--- src/rtl/alu_sequencer.sv ---
// Four-phase register-file sequencer (IDLE/READ/EXEC/WB) that feeds an external
// combinational ALU and writes the result back with {N,Z,P} condition codes.
module alu_sequencer #(
  parameter int IMM_W = 5
) (
  input  logic             Clk,
  input  logic             Reset,
  input  logic             cmd_valid,
  output logic             cmd_ready,
  input  logic [1:0]       cmd_op,
  input  logic [2:0]       cmd_dr,
  input  logic [2:0]       cmd_sr1,
  input  logic [2:0]       cmd_sr2,
  input  logic             cmd_imm_sel,
  input  logic [IMM_W-1:0] cmd_imm,
  input  logic             ld_en,
  input  logic [2:0]       ld_addr,
  input  logic [15:0]      ld_data,
  output logic [15:0]      alu_A,
  output logic [15:0]      alu_B,
  output logic [1:0]       alu_select,
  input  logic [15:0]      alu_out,
  output logic             done,
  output logic [15:0]      result,
  output logic [2:0]       nzp,
  input  logic [2:0]       rd_addr,
  output logic [15:0]      rd_data
);

  typedef enum logic [1:0] {IDLE = 2'd0, READ = 2'd1, EXEC = 2'd2, WB = 2'd3} state_t;

  state_t             state_q, state_d;
  logic [1:0]         op_q, op_d;
  logic [2:0]         dr_q, dr_d, sr1_q, sr1_d, sr2_q, sr2_d;
  logic               imm_sel_q, imm_sel_d;
  logic [IMM_W-1:0]   imm_q, imm_d;
  logic [15:0]        a_q, a_d, b_q, b_d;
  logic [15:0]        result_q, result_d;
  logic [2:0]         nzp_q, nzp_d;
  logic               done_q, done_d;
  logic               cmd_ready_q, cmd_ready_d;
  logic [1:0]         alu_select_q, alu_select_d;
  logic [15:0]        regs_q [8];
  logic [15:0]        regs_d [8];

  function automatic logic [15:0] sext_imm(input logic [IMM_W-1:0] v);
    return {{(16-IMM_W){v[IMM_W-1]}}, v};
  endfunction

  function automatic logic [2:0] cond_codes(input logic [15:0] v);
    logic [2:0] c;
    if (v[15]) begin
      c = 3'b100;
    end else if (v == 16'h0000) begin
      c = 3'b010;
    end else begin
      c = 3'b001;
    end
    return c;
  endfunction

  // Next-state, register-file and output computation for every phase.
  always_comb begin
    state_d   = state_q;
    op_d      = op_q;
    dr_d      = dr_q;
    sr1_d     = sr1_q;
    sr2_d     = sr2_q;
    imm_sel_d = imm_sel_q;
    imm_d     = imm_q;
    a_d       = a_q;
    b_d       = b_q;
    result_d  = result_q;
    nzp_d     = nzp_q;
    done_d    = 1'b0;
    regs_d    = regs_q;
    case (state_q)
      IDLE: begin
        // A load coinciding with accept lands before READ samples the file.
        if (ld_en) begin
          regs_d[ld_addr] = ld_data;
        end else begin
          regs_d = regs_q;
        end
        if (cmd_valid) begin
          op_d      = cmd_op;
          dr_d      = cmd_dr;
          sr1_d     = cmd_sr1;
          sr2_d     = cmd_sr2;
          imm_sel_d = cmd_imm_sel;
          imm_d     = cmd_imm;
          state_d   = READ;
        end else begin
          state_d   = IDLE;
        end
      end
      READ: begin
        a_d = regs_q[sr1_q];
        if (imm_sel_q) begin
          b_d = sext_imm(imm_q);
        end else begin
          b_d = regs_q[sr2_q];
        end
        state_d = EXEC;
      end
      EXEC: begin
        result_d = alu_out;
        done_d   = 1'b1;
        state_d  = WB;
      end
      WB: begin
        regs_d[dr_q] = result_q;
        nzp_d        = cond_codes(result_q);
        state_d      = IDLE;
      end
      default: begin
        state_d = IDLE;
      end
    endcase
    cmd_ready_d = (state_d == IDLE);
    if (state_d == EXEC) begin
      alu_select_d = op_d;
    end else begin
      alu_select_d = 2'b11;
    end
  end

  // All sequencer state, with asynchronous clear of the register file.
  always_ff @(posedge Clk or posedge Reset) begin
    if (Reset) begin
      state_q      <= IDLE;
      op_q         <= 2'b00;
      dr_q         <= 3'b000;
      sr1_q        <= 3'b000;
      sr2_q        <= 3'b000;
      imm_sel_q    <= 1'b0;
      imm_q        <= '0;
      a_q          <= 16'h0000;
      b_q          <= 16'h0000;
      result_q     <= 16'h0000;
      nzp_q        <= 3'b000;
      done_q       <= 1'b0;
      cmd_ready_q  <= 1'b1;
      alu_select_q <= 2'b11;
      for (int i = 0; i < 8; i++) begin
        regs_q[i] <= 16'h0000;
      end
    end else begin
      state_q      <= state_d;
      op_q         <= op_d;
      dr_q         <= dr_d;
      sr1_q        <= sr1_d;
      sr2_q        <= sr2_d;
      imm_sel_q    <= imm_sel_d;
      imm_q        <= imm_d;
      a_q          <= a_d;
      b_q          <= b_d;
      result_q     <= result_d;
      nzp_q        <= nzp_d;
      done_q       <= done_d;
      cmd_ready_q  <= cmd_ready_d;
      alu_select_q <= alu_select_d;
      for (int i = 0; i < 8; i++) begin
        regs_q[i] <= regs_d[i];
      end
    end
  end

  assign cmd_ready  = cmd_ready_q;
  assign alu_select = alu_select_q;
  assign alu_A      = a_q;
  assign alu_B      = b_q;
  assign done       = done_q;
  assign result     = result_q;
  assign nzp        = nzp_q;
  assign rd_data    = regs_q[rd_addr];

endmodule

--- config.mk ---
export PLATFORM = sky130hd
export DESIGN_NAME = alu_sequencer
export DESIGN_NICKNAME = d
export VERILOG_FILES = /design/src/rtl/alu_sequencer.sv
export SDC_FILE = /design/constraint.sdc
export NUM_CORES = 1
export LEC_CHECK = 0
export ABC_AREA = 1
export BUFFER_PORTS_ARGS = -buffer_cell sky130_fd_sc_hd__buf_2
export CORE_ASPECT_RATIO = 1.75
export CORE_UTILIZATION = 55
export CTS_CLUSTER_SIZE = 40
export DETAILED_ROUTE_END_ITERATION = 8
export PLACE_DENSITY = 0.75
export SLEW_MARGIN = 15
export SYNTH_ARGS = -nofsm -noshare
export SYNTH_HDL_FRONTEND = slang
export SYNTH_SLANG_ARGS = --single-unit
--- constraint.sdc ---
create_clock -name Clk -period 6.6 [get_ports Clk]
set_input_delay 0.33 -clock Clk [delete_from_list [all_inputs] [get_ports Clk]]
set_output_delay 0.33 -clock Clk [all_outputs]
set_load 0.05 [all_outputs]
==> impl_results.md <==
- Worst r2r path cells: 4
- CTS resizes: 0
- Clock Latency Late Sink: 520 ps
- Yosys reg bits: 202
- Comb power frac: 54.5%
- Core ar.: 22100 sq um
- Clock share of power: 16.6%
- Initial DRC Count: 1658
- Number of iterations in the first detailed-routing pass: 6
- Cell variety after synth: 29
- Crit path max-delay cell type: buf_4
- Hold WC Path Type: in2async
- Avg Inst Size Synth: 7.03 sq um
- Worst Setup Start Kind: primary input
- Starting Density: 56.1%
- Number of global-route vias before repair: 13000
- Reg-to-Reg Start: sr2_q[1]$_DFFE_PP0P_
- Largest net degree at the start of global routing: 130
- R2r setup slk: 3900 ps
- Yosys top cell area share: 40.2%
- Relative slew slack: 18.3%
- IO Count: 130
- Cell-internal power: 0.00368 W
- Clk buf depth: 3
- Critical-path cell list: buf_2, buf_4, inv_1, buf_4, a21oi_1, o21ai_0, nand3_1, o21a_1, buf_2
- Top delay family on crit path: buffers and inverters
- DRC Markers: 0
- Seq/Total Area, Yosys: 40.9%
- Final net count: 1864
- Fin crit period: 2950 ps
- Die area: 23100 sq um
- Hold Violations, Final: 6
- Most frequent cell after synthesis: nand2_1
- Die W: 115 um
- Count of flip-flops with a built-in enable after synthesis: 0
- Post-detail-place hpwl: 30.1 mm
- Final Wtd Congestion: 0.922
- Crit path kind: in2out
- GRT met1 Usage: 50.3%
- Fmax: 339 MHz
- # fillers: 2089
- Clock Pin Slew Worst Setup and Hold Paths: 60 ps
- Syn. warnings: 0
- Clock buffer count from CTS: 21
- Gr usage total: 42.7%
- DRT Wirelength: 48.3 mm
- DR vias: 13400
- Asr flop ratio synth: 100%
- CP max stage delay: 540 ps
- GR peak layer: met2
- Pins Over Slew Limit: 0
- P&R area growth vs syn: 11.2%
- Final setup fails: 0
- Hold slack: -23.4 ps
- Util after Layout: 62.4%
- IO Port Bufs: 129
- CTS tree: built
- CP endpoint kind: output pin
- Layout cells sized above 1: 12.2%
- Status: finished, violations left
- Top cell type by total area after synthesis: dfrtp_1
- H-tree levels: 1
- DR WL/cell: 22.9 um
- Leak pwr: 6.46 nW
- Synth area leaders: dfrtp_1 (40%), nand2_1 (12%), nand3_1 (7.2%)
- Antenna violations before repair: 2
- Switching power: 0.00414 W
- Worst setup startpoint: rd_addr[0]
- Violated checks: negative hold slack
- Post-synth top cells: nand2_1 (392), dfrtp_1 (199), inv_1 (188), nand3_1 (179), o21ai_0 (179)
- Max-Cap Viols: 0
- Reg2Reg Capture Point: alu_B[6]$_DFFE_PP0N_
- Sequential Power Share: 28.9%
- Critical Path Fanout Max: 69
- Final period utilization: 44.7%
- Setup_tns: 0 ps
- Worst EP arrival: 2620 ps
- Clock skew: 18.8 ps
- Antenna viol nets, final: 0
- Met2 usage in global routing: 65.2%
- Syn Inst Count: 1760
- Via density: 6.36
- Top_reg_cell synth: dfrtp_1
- Clk sinks: 202
- Syn nets: 1823
- Sw frac: 52.9%
- Root Driver: clkbuf_16
- Post-CTS Setup Repair Bufs: 0
- Worst Path Buf+Inv: 5
- GRT Residual Overflow: 0
- Required time of the critical path: 6270 ps
- # hold bufs at CTS: 0
- First-pass GRT wire length: 73.4 mm
- Worst Tran Pin Value: 1220 ps
- Met3 usage: 9.87%
- RSZ-0062 raised after global routing: no
- Synth Cell Area: 12400 sq um
- Power density cells: 568 nW/um^2
- Cell row count: 72
- Die Span Y: 200 um
- Peak supply drop: 0.000524 V
## cell usage in the layout, fill, tap and decap left out, types with 20 or more instances in the layout
master,n
nand2_1,392
dfrtp_1,196
inv_1,186
o21ai_0,179
nand3_1,179
a21oi_1,165
buf_2,129
nor2_1,83
o22ai_1,80
o21ai_1,40
o211ai_1,34
a22oi_1,32
clkbuf_16,21
buf_4,20
## power by group through the flow
stage	Sequential, W	Clock [W]	Combinational, W
4_1_cts	0.00224	0.00129	0.00414
3_5_place_dp	0.00226	0	0.00412
5_1_grt	0.00232	0.00134	0.00459
2_1_floorplan	0.00265	0	0.00252
3_3_place_gp	0.00224	0	0.00405
6_report	0.00226	0.00129	0.00426
## metal layers
| layer | vias up | routed length, um |
|---|---|---|
| met5 | - | 0 |
| met4 | 0 | 4780 |
| met3 | 342 | 5790 |
| li1 | 5992 | - |
| met2 | 986 | 21400 |
| met1 | 6108 | 16300 |
## cell families (layout without fill, tap and decap cells)
kind of cell | Yosys count | count (layout) | synth area share (%)
fa+ha+maj | 4 | 4 | 0.404
flops | 202 | 202 | 40.9
simple gates | 667 | 667 | 22.5
mux | 7 | 7 | 0.637
buf+inv | 329 | 384 | 10.8
compound gates | 551 | 551 | 24.9
other cells | 0 | 1 | 0
## stage by stage
step,std cells,hold WS (ps),setup WS (ps),area (sq um),power [W]
after floorplan,1760,447,764,12400,0.00517
after CTS,2111,8.21,3770,13800,0.00767
after detailed placement,2074,462,3770,13000,0.00638
after global placement,2073,452,3750,13000,0.00629
after global routing,2111,29.9,3570,13800,0.00825
final,2112,-23.4,3650,13800,0.00782
## final cells by class
type	instances	area [sq um]	area share, %
tap	296	370	2.69
clock buffer	24	547	3.97
timing repair buffer	150	807	5.86
clock inverter	13	193	1.40
multi-input combinational	1229	6030	43.8
inverter	197	747	5.43
antenna	1	2.50	0.0182
sequential	202	5060	36.8
## how the worst max path moves through the flow
stage,end,slack (ps),cells after the start
after detailed placement,rd_data[4],3770,9
after CTS,rd_data[4],3770,9
after floorplan,alu_A[0]$_DFFE_PP0N_,760,1
after global placement,alu_B[15]$_DFFE_PP0N_,3750,7
final,rd_data[4],3650,9
after global routing,rd_data[12],3570,9
## state kept, by name (all words and copies together), names as in the netlist, 2 cells and up
register    flops
result         16
alu_A          16
op_q            2
sr2_q           3
state_q         2
nzp             3
alu_B          16
sr1_q           3
imm_q           5
alu_select      2
dr_q            3
regs_q        128
Note: power is estimated with default switching activity, not from simulation.
